**config.mk**
```make
export PLATFORM = sky130hd
export DESIGN_NAME = cart_loader
export DESIGN_NICKNAME = d
export VERILOG_FILES = /design/src/rtl/cart_pkg.sv /design/src/rtl/cart_wbuf.sv /design/src/rtl/cart_loader.sv
export SDC_FILE = /design/constraint.sdc
export NUM_CORES = 1
export LEC_CHECK = 0
export BUFFER_PORTS_ARGS = -buffer_cell sky130_fd_sc_hd__buf_2
export CAP_MARGIN = 10
export CORE_MARGIN = 2
export CORE_UTILIZATION = 48
export DETAILED_ROUTE_END_ITERATION = 10
export MAX_ROUTING_LAYER = met4
export PLACE_DENSITY = 0.77
export SLEW_MARGIN = 20
export SYNTH_ARGS = -nofsm -noshare
export SYNTH_HDL_FRONTEND = slang
export SYNTH_SLANG_ARGS = --single-unit
```
**constraint.sdc**
```tcl
create_clock -name clock -period 2.9 [get_ports clock]
set_clock_uncertainty 0.05 [all_clocks]
set_input_delay 0.435 -clock clock [delete_from_list [all_inputs] [get_ports clock]]
set_output_delay 0.435 -clock clock [all_outputs]
set_load 0.02 [all_outputs]
```
**src/rtl/cart_pkg.sv**
```systemverilog
// Shared cartridge-loader types and the address-mask helper used by the
// loader and by the core's cartridge address decode.
package cart_pkg;

    localparam int MAX_SLOTS = 8;
    localparam int IOCTL_AW  = 25;

    typedef enum logic [1:0] {
        IDLE  = 2'd0,
        LOAD  = 2'd1,
        FLUSH = 2'd2
    } loader_state_t;

    // Smallest 2^n-1 that covers addr: OR of every right shift of addr.
    function automatic logic [IOCTL_AW-1:0] smear_mask(input logic [IOCTL_AW-1:0] addr);
        logic [IOCTL_AW-1:0] m;
        m = addr;
        for (int i = 1; i < IOCTL_AW; i++) m = m | (addr >> i);
        return m;
    endfunction

endpackage

```
**src/rtl/cart_wbuf.sv**
```systemverilog
// One-entry request/ack write buffer. The owner only raises load when the
// entry is empty or is being acked the same cycle, so a load always wins
// over an ack and the entry refills back-to-back.
module cart_wbuf #(
    parameter int ADDR_W = 15
) (
    input  logic              clock,
    input  logic              reset,
    input  logic              load,
    input  logic              ack,
    input  logic [2:0]        i_slot,
    input  logic [ADDR_W-1:0] i_addr,
    input  logic [7:0]        i_data,
    output logic              full,
    output logic [2:0]        o_slot,
    output logic [ADDR_W-1:0] o_addr,
    output logic [7:0]        o_data
);

    logic              r_full;
    logic [2:0]        r_slot;
    logic [ADDR_W-1:0] r_addr;
    logic [7:0]        r_data;

    // Entry occupancy and payload; refill on ack keeps full high.
    always_ff @(posedge clock or posedge reset) begin
        if (reset) begin
            r_full <= 1'b0;
            r_slot <= '0;
            r_addr <= '0;
            r_data <= '0;
        end else if (load) begin
            r_full <= 1'b1;
            r_slot <= i_slot;
            r_addr <= i_addr;
            r_data <= i_data;
        end else if (ack) begin
            r_full <= 1'b0;
        end
    end

    assign full   = r_full;
    assign o_slot = r_slot;
    assign o_addr = r_addr;
    assign o_data = r_data;

endmodule

```
**src/rtl/cart_loader.sv**
```systemverilog
// Multi-slot cartridge loader: captures HPS ioctl download bytes into a
// one-entry write buffer and tracks per-slot mask, size and status flags.
import cart_pkg::*;

module cart_loader #(
    parameter int ADDR_W = 15,
    parameter int SLOTS  = 2
) (
    input  logic                          clock,
    input  logic                          reset,
    input  logic                          ioctl_download,
    input  logic [7:0]                    ioctl_index,
    input  logic                          ioctl_wr,
    input  logic [24:0]                   ioctl_addr,
    input  logic [7:0]                    ioctl_dout,
    output logic                          ioctl_wait,
    output logic                          mem_req,
    input  logic                          mem_ack,
    output logic [2:0]                    mem_slot,
    output logic [ADDR_W-1:0]             mem_addr,
    output logic [7:0]                    mem_data,
    output logic [SLOTS-1:0][ADDR_W-1:0]  slot_mask,
    output logic [SLOTS-1:0][ADDR_W:0]    slot_size,
    output logic [SLOTS-1:0]              slot_valid,
    output logic [SLOTS-1:0]              overflow,
    output logic                          proto_err,
    output logic                          busy
);

    loader_state_t r_state;
    logic          r_dl_d;
    logic [2:0]    r_slot;
    logic          r_active;
    logic          r_perr;

    logic [SLOTS-1:0][ADDR_W-1:0] r_mask;
    logic [SLOTS-1:0][ADDR_W:0]   r_size;
    logic [SLOTS-1:0]             r_valid;
    logic [SLOTS-1:0]             r_ovf;

    logic              w_full;
    logic              w_rise;
    logic [2:0]        w_new_slot;
    logic              w_new_ok;
    logic              w_clr;
    logic              w_wr;
    logic              w_in_range;
    logic              w_can_load;
    logic              w_load;
    logic              w_ovf;
    logic              w_perr;
    logic              w_done;
    logic [ADDR_W-1:0] w_addr;
    logic [ADDR_W-1:0] w_smear;
    logic [ADDR_W:0]   w_size_new;
    logic              w_unused;

    assign w_rise     = ioctl_download & ~r_dl_d;
    assign w_new_slot = ioctl_index[2:0];
    assign w_new_ok   = ({1'b0, w_new_slot} < 4'(SLOTS));
    assign w_clr      = (r_state == IDLE) & w_rise & w_new_ok;

    // Writes only count inside a window aimed at an existing slot.
    assign w_wr       = (r_state == LOAD) & r_active & ioctl_wr;
    assign w_in_range = ((ioctl_addr >> ADDR_W) == '0);
    assign w_can_load = ~w_full | mem_ack;
    assign w_load     = w_wr & w_in_range & w_can_load;
    assign w_ovf      = w_wr & ~w_in_range;
    assign w_perr     = w_wr & w_in_range & ~w_can_load;
    assign w_done     = (r_state == FLUSH) & ~w_full;

    // High address bits only feed the overflow check, never mem_addr.
    assign w_addr     = ioctl_addr[ADDR_W-1:0];
    assign w_smear    = ADDR_W'(smear_mask(ioctl_addr));
    assign w_size_new = {1'b0, w_addr} + (ADDR_W+1)'(1);
    assign w_unused   = ^ioctl_index[7:3];

    cart_wbuf #(.ADDR_W(ADDR_W)) u_wbuf (
        .clock  (clock),
        .reset  (reset),
        .load   (w_load),
        .ack    (mem_ack),
        .i_slot (r_slot),
        .i_addr (w_addr),
        .i_data (ioctl_dout),
        .full   (w_full),
        .o_slot (mem_slot),
        .o_addr (mem_addr),
        .o_data (mem_data)
    );

    // Download FSM: window edges, target slot latch, sticky protocol error.
    always_ff @(posedge clock or posedge reset) begin
        if (reset) begin
            r_state  <= IDLE;
            r_dl_d   <= 1'b0;
            r_slot   <= '0;
            r_active <= 1'b0;
            r_perr   <= 1'b0;
        end else begin
            r_dl_d <= ioctl_download;
            if (w_perr) r_perr <= 1'b1;
            case (r_state)
                IDLE: if (w_rise) begin
                    r_state  <= LOAD;
                    r_slot   <= w_new_slot;
                    r_active <= w_new_ok;
                end
                LOAD:    if (!ioctl_download) r_state <= FLUSH;
                FLUSH:   if (!w_full) r_state <= IDLE;
                default: r_state <= IDLE;
            endcase
        end
    end

    // Per-slot mask/size/valid/overflow; a new window clears only its slot.
    always_ff @(posedge clock or posedge reset) begin
        if (reset) begin
            r_mask  <= '0;
            r_size  <= '0;
            r_valid <= '0;
            r_ovf   <= '0;
        end else begin
            for (int s = 0; s < SLOTS; s++) begin
                if (w_clr && w_new_slot == 3'(s)) begin
                    r_mask[s]  <= '0;
                    r_size[s]  <= '0;
                    r_valid[s] <= 1'b0;
                    r_ovf[s]   <= 1'b0;
                end else if (r_active && r_slot == 3'(s)) begin
                    if (w_load) begin
                        r_mask[s] <= r_mask[s] | w_smear;
                        if (w_size_new > r_size[s]) r_size[s] <= w_size_new;
                    end
                    if (w_ovf)  r_ovf[s]   <= 1'b1;
                    if (w_done) r_valid[s] <= (r_size[s] != '0);
                end
            end
        end
    end

    assign mem_req    = w_full;
    assign ioctl_wait = w_full;
    assign slot_mask  = r_mask;
    assign slot_size  = r_size;
    assign slot_valid = r_valid;
    assign overflow   = r_ovf;
    assign proto_err  = r_perr;
    assign busy       = (r_state != IDLE);

endmodule

```
==> run summary <==
RePlAce Congestion: 0.9612
Post-DRT Antenna Nets: 0
max incr delay on CP: 0.37 ns
CP cell instances: buf_2, and4_4, nand2_4, nor3_4, buf_6, nand2_4, xor2_4, inv_2, ha_4, nand3_4, nor4_4, a21boi_4, or2_4, o211ai_4, buf_6, o21ai_1
Post-route DRC: 0
Period Utilization, post-route: 1.006
Relative slew margins: 0.5145
die area: 12040 sq um
Util after Layout: 0.6888
pwr/cell area: 380.3 nW/um^2
worst skew pair latency: 0.38 ns
clock sink count: 101
failing checks: negative setup slack
Nets: 791
routed len/inst: 19.24 um
CTS root buf: clkbuf_8
Die X: 109.7 um
r2r worst-path depth: 7
simple-gate area share of the yosys netlist: 0.1576
R2R setup slack: 0.43 ns
highest achievable clock rate: 342.6 MHz
Post-Syn Nets: 585
final-report max-slew violation count: 0
mux cell area share after synthesis: 0.06085
slew of the pin with the lowest slew margin: 0.7283 ns
CTS clock-pin slew for the worst setup and hold paths: 0.11 ns
crit path from: ioctl_addr[5]
Hold Path Class: in2async
Comb pwr share: 0.151
Final Worst Setup Slack: -0.01874 ns
XOR/XNOR Fraction of Synth Area: 0.02122
via count: 4879
Reg-to-Reg End: slot_size[22]
Post-Synth Adder-Cell Area: 0.07927
global-route wire length before repair: 23890 um
Starting Density: 0.4929
fraction of layout cells with a size suffix above 1: 0.5154
Ant. Diodes: 0
GRT Util Overall: 0.2704
crit path DAT: 3.17 ns
synth unique cells: 59
CTS Buffer Depth: 2
sequential share of power: 0.517
delay-heaviest family, CP: simple AND/OR/NAND/NOR gates
Post-synth EDFFs: 0
Clk network pwr share: 0.332
Mapped Area: 5366 sq um
Worst Setup End Kind: register
sw power: 814.2 uW
crit path buf inv count: 4
Avg Cell Area, Syn: 10.63 sq um
Cell Rows: 38
outcome: finished, violations left
Worst Setup Start Kind: input pin
Syn Inst Count: 505
DR pass1 iterations: 5
DIE HEIGHT: 109.7 um
io pins: 142
CTS tree: yes
P_int: 2038 uW
Sw Share: 0.2854
Worst EP required: 3.15 ns
IO buf count: 136
Worst path depth: 16
area growth from synthesis to layout: 39.75%
initial antenna violation count: 0
Lkg Pwr: 0.003721 uW
number of global-route vias before repair: 4681
DRT iter0 DRCs: 245
H-tree levels: 3
critical path class: in2reg
Setup-failing EPs final: 1
compound-cell area share of the yosys netlist: 0.1483
Worst path slowest cell: nor4_4
Synth Flop Type: dfrtp_1
CTS Buf Count: 9
crit-path max FO: 7
Hold Vio Cnt, Final: 0
Worst R2R Start: r_state[1]
final total power: 2852 uW
core area: 10890 sq um
largest family of logic cells by synthesized area: simple AND/OR/NAND/NOR gates
via/cell ratio: 5.700
# fillers: 799
VDD IR max: 0.0002777 V
YS warnings: 0
register area share after synthesis: 0.4710
largest net degree at the start of global routing: 59
global route overflow: 0
Seq cells post-synth: 101
HPWL after DPL: 11810 um
ys async rst share: 1.000
Max Cap Viol: 0
fin crit period: 2.919 ns
total wire length: 16470 um
[worst min-delay path: stages]
cell	delay, ns
buf_2	0.11
clkinvlp_4	0.06
buf_4	0.44
[state kept, by name (all words and copies together) (netlist names)]
name           count
overflow           2
proto_err          1
r_active           1
r_dl_d             1
r_slot             3
r_state            2
slot_mask         30
slot_size         32
slot_valid         2
u_wbuf.full        1
u_wbuf.o_addr     15
u_wbuf.o_data      8
u_wbuf.o_slot      3
[routing by layer]
metal / part of all wire / vias to the layer above / track usage
li1: - / 2185 / -
met1: 0.40 / 2404 / 0.3465
met2: 0.49 / 240 / 0.4268
met3: 0.074 / 50 / 0.04742
met4: 0.035 / 0 / 0.1094
met5: 0 / - / -
[power by group through the flow]
stage	Clock, uW	Sequential (uW)	Combinational (uW)
2_1_floorplan	0	1520	179
3_3_place_gp	0	1500	366
3_5_place_dp	0	1500	381
4_1_cts	944	1470	390
5_1_grt	1000	1480	468
6_report	947	1470	431
[Yosys cell counts, types with 9 or more instances]
cell     instances  area [sq um]
dfrtp_1        101          2527
inv_1           55         206.5
ha_1            34         425.4
a21oi_1         31         155.2
nand3_1         31         155.2
mux2_2          29         326.6
nor2_1          27         101.4
nand2_1         20         75.07
nor4_1          13         81.33
o21ai_0         13         65.06
o21ai_1         11         55.05
a21oi_2         10         87.58
nor2_2           9         56.30
xor2_1           9         78.83
[worst max-delay path by stage]
stage | endpoint | slack (ns)
floorplan | slot_size[23] | -0.15
global placement | slot_size[23] | -0.46
detailed placement | slot_size[27] | -0.56
CTS | slot_size[25] | -0.004
global route | slot_size[22] | -0.13
finish | slot_size[22] | -0.02
[area by class of cell]
cell class,count,area (sq um),share of cell area
clock buffer,9,123.9,0.01652
clock inverter,7,82.58,0.01101
inverter,55,210.2,0.02803
multi-input combinational,332,3014,0.4019
sequential,101,2527,0.3370
tap,140,175.2,0.02336
timing repair buffer,212,1366,0.1822
[what timing repair did]
| action | CTS | global route |
|---|---|---|
| setup endpoints to repair | 32 | 32 |
| resized for setup | 19 | 52 |
| setup buffers | 6 | 9 |
| hold buffers | 0 | 0 |
| pin swaps | 6 | 26 |
| cloned | 0 | 2 |
[per-stage QoR]
stage | setup TNS, ns | area, sq um | std cells | worst slack (ns) | hold slack (ns)
6_report | -0.01874 | 7500 | 856 | -0.01874 | 0.1391
5_1_grt | -1.647 | 7500 | 856 | -0.1292 | 0.1723
3_5_place_dp | -15.61 | 6761 | 824 | -0.5613 | 0.3878
2_1_floorplan | -2.825 | 5558 | 505 | -0.1477 | 0.3617
3_3_place_gp | -12.69 | 6761 | 824 | -0.4618 | 0.3727
4_1_cts | -0.008952 | 7101 | 846 | -0.004220 | 0.1626
[kinds of logic after synthesis]
family / after synthesis
compound gates: 105
xor+xnor: 13
fa+ha+maj: 34
buf+inv: 72
flops: 101
mux: 29
simple gates: 151
[cells in the final DEF, fill, tap and decap left out, drive strengths merged, types with 2 or more instances in the layout]
master and n:
nor4 13, buf 210, nand2 20, a41oi 2, o21a 5, o31ai 3, nor2b 4, dfrtp 101
a21oi 41, clkinvlp 3, a21o 3, and3 2, nor2 37, xor2 9, a311oi 2, mux2 29
nand3 32, o211ai 2, nor3 9, ha 34, nand4b 2, o21ai 24, xnor2 4, clkbuf 11
o2bb2ai 16, inv 56, nand2b 6, or2 6, nand4 3, clkinv 2, or3 5, and4 4
No activity file was read; power rests on OpenSTA's default activity.
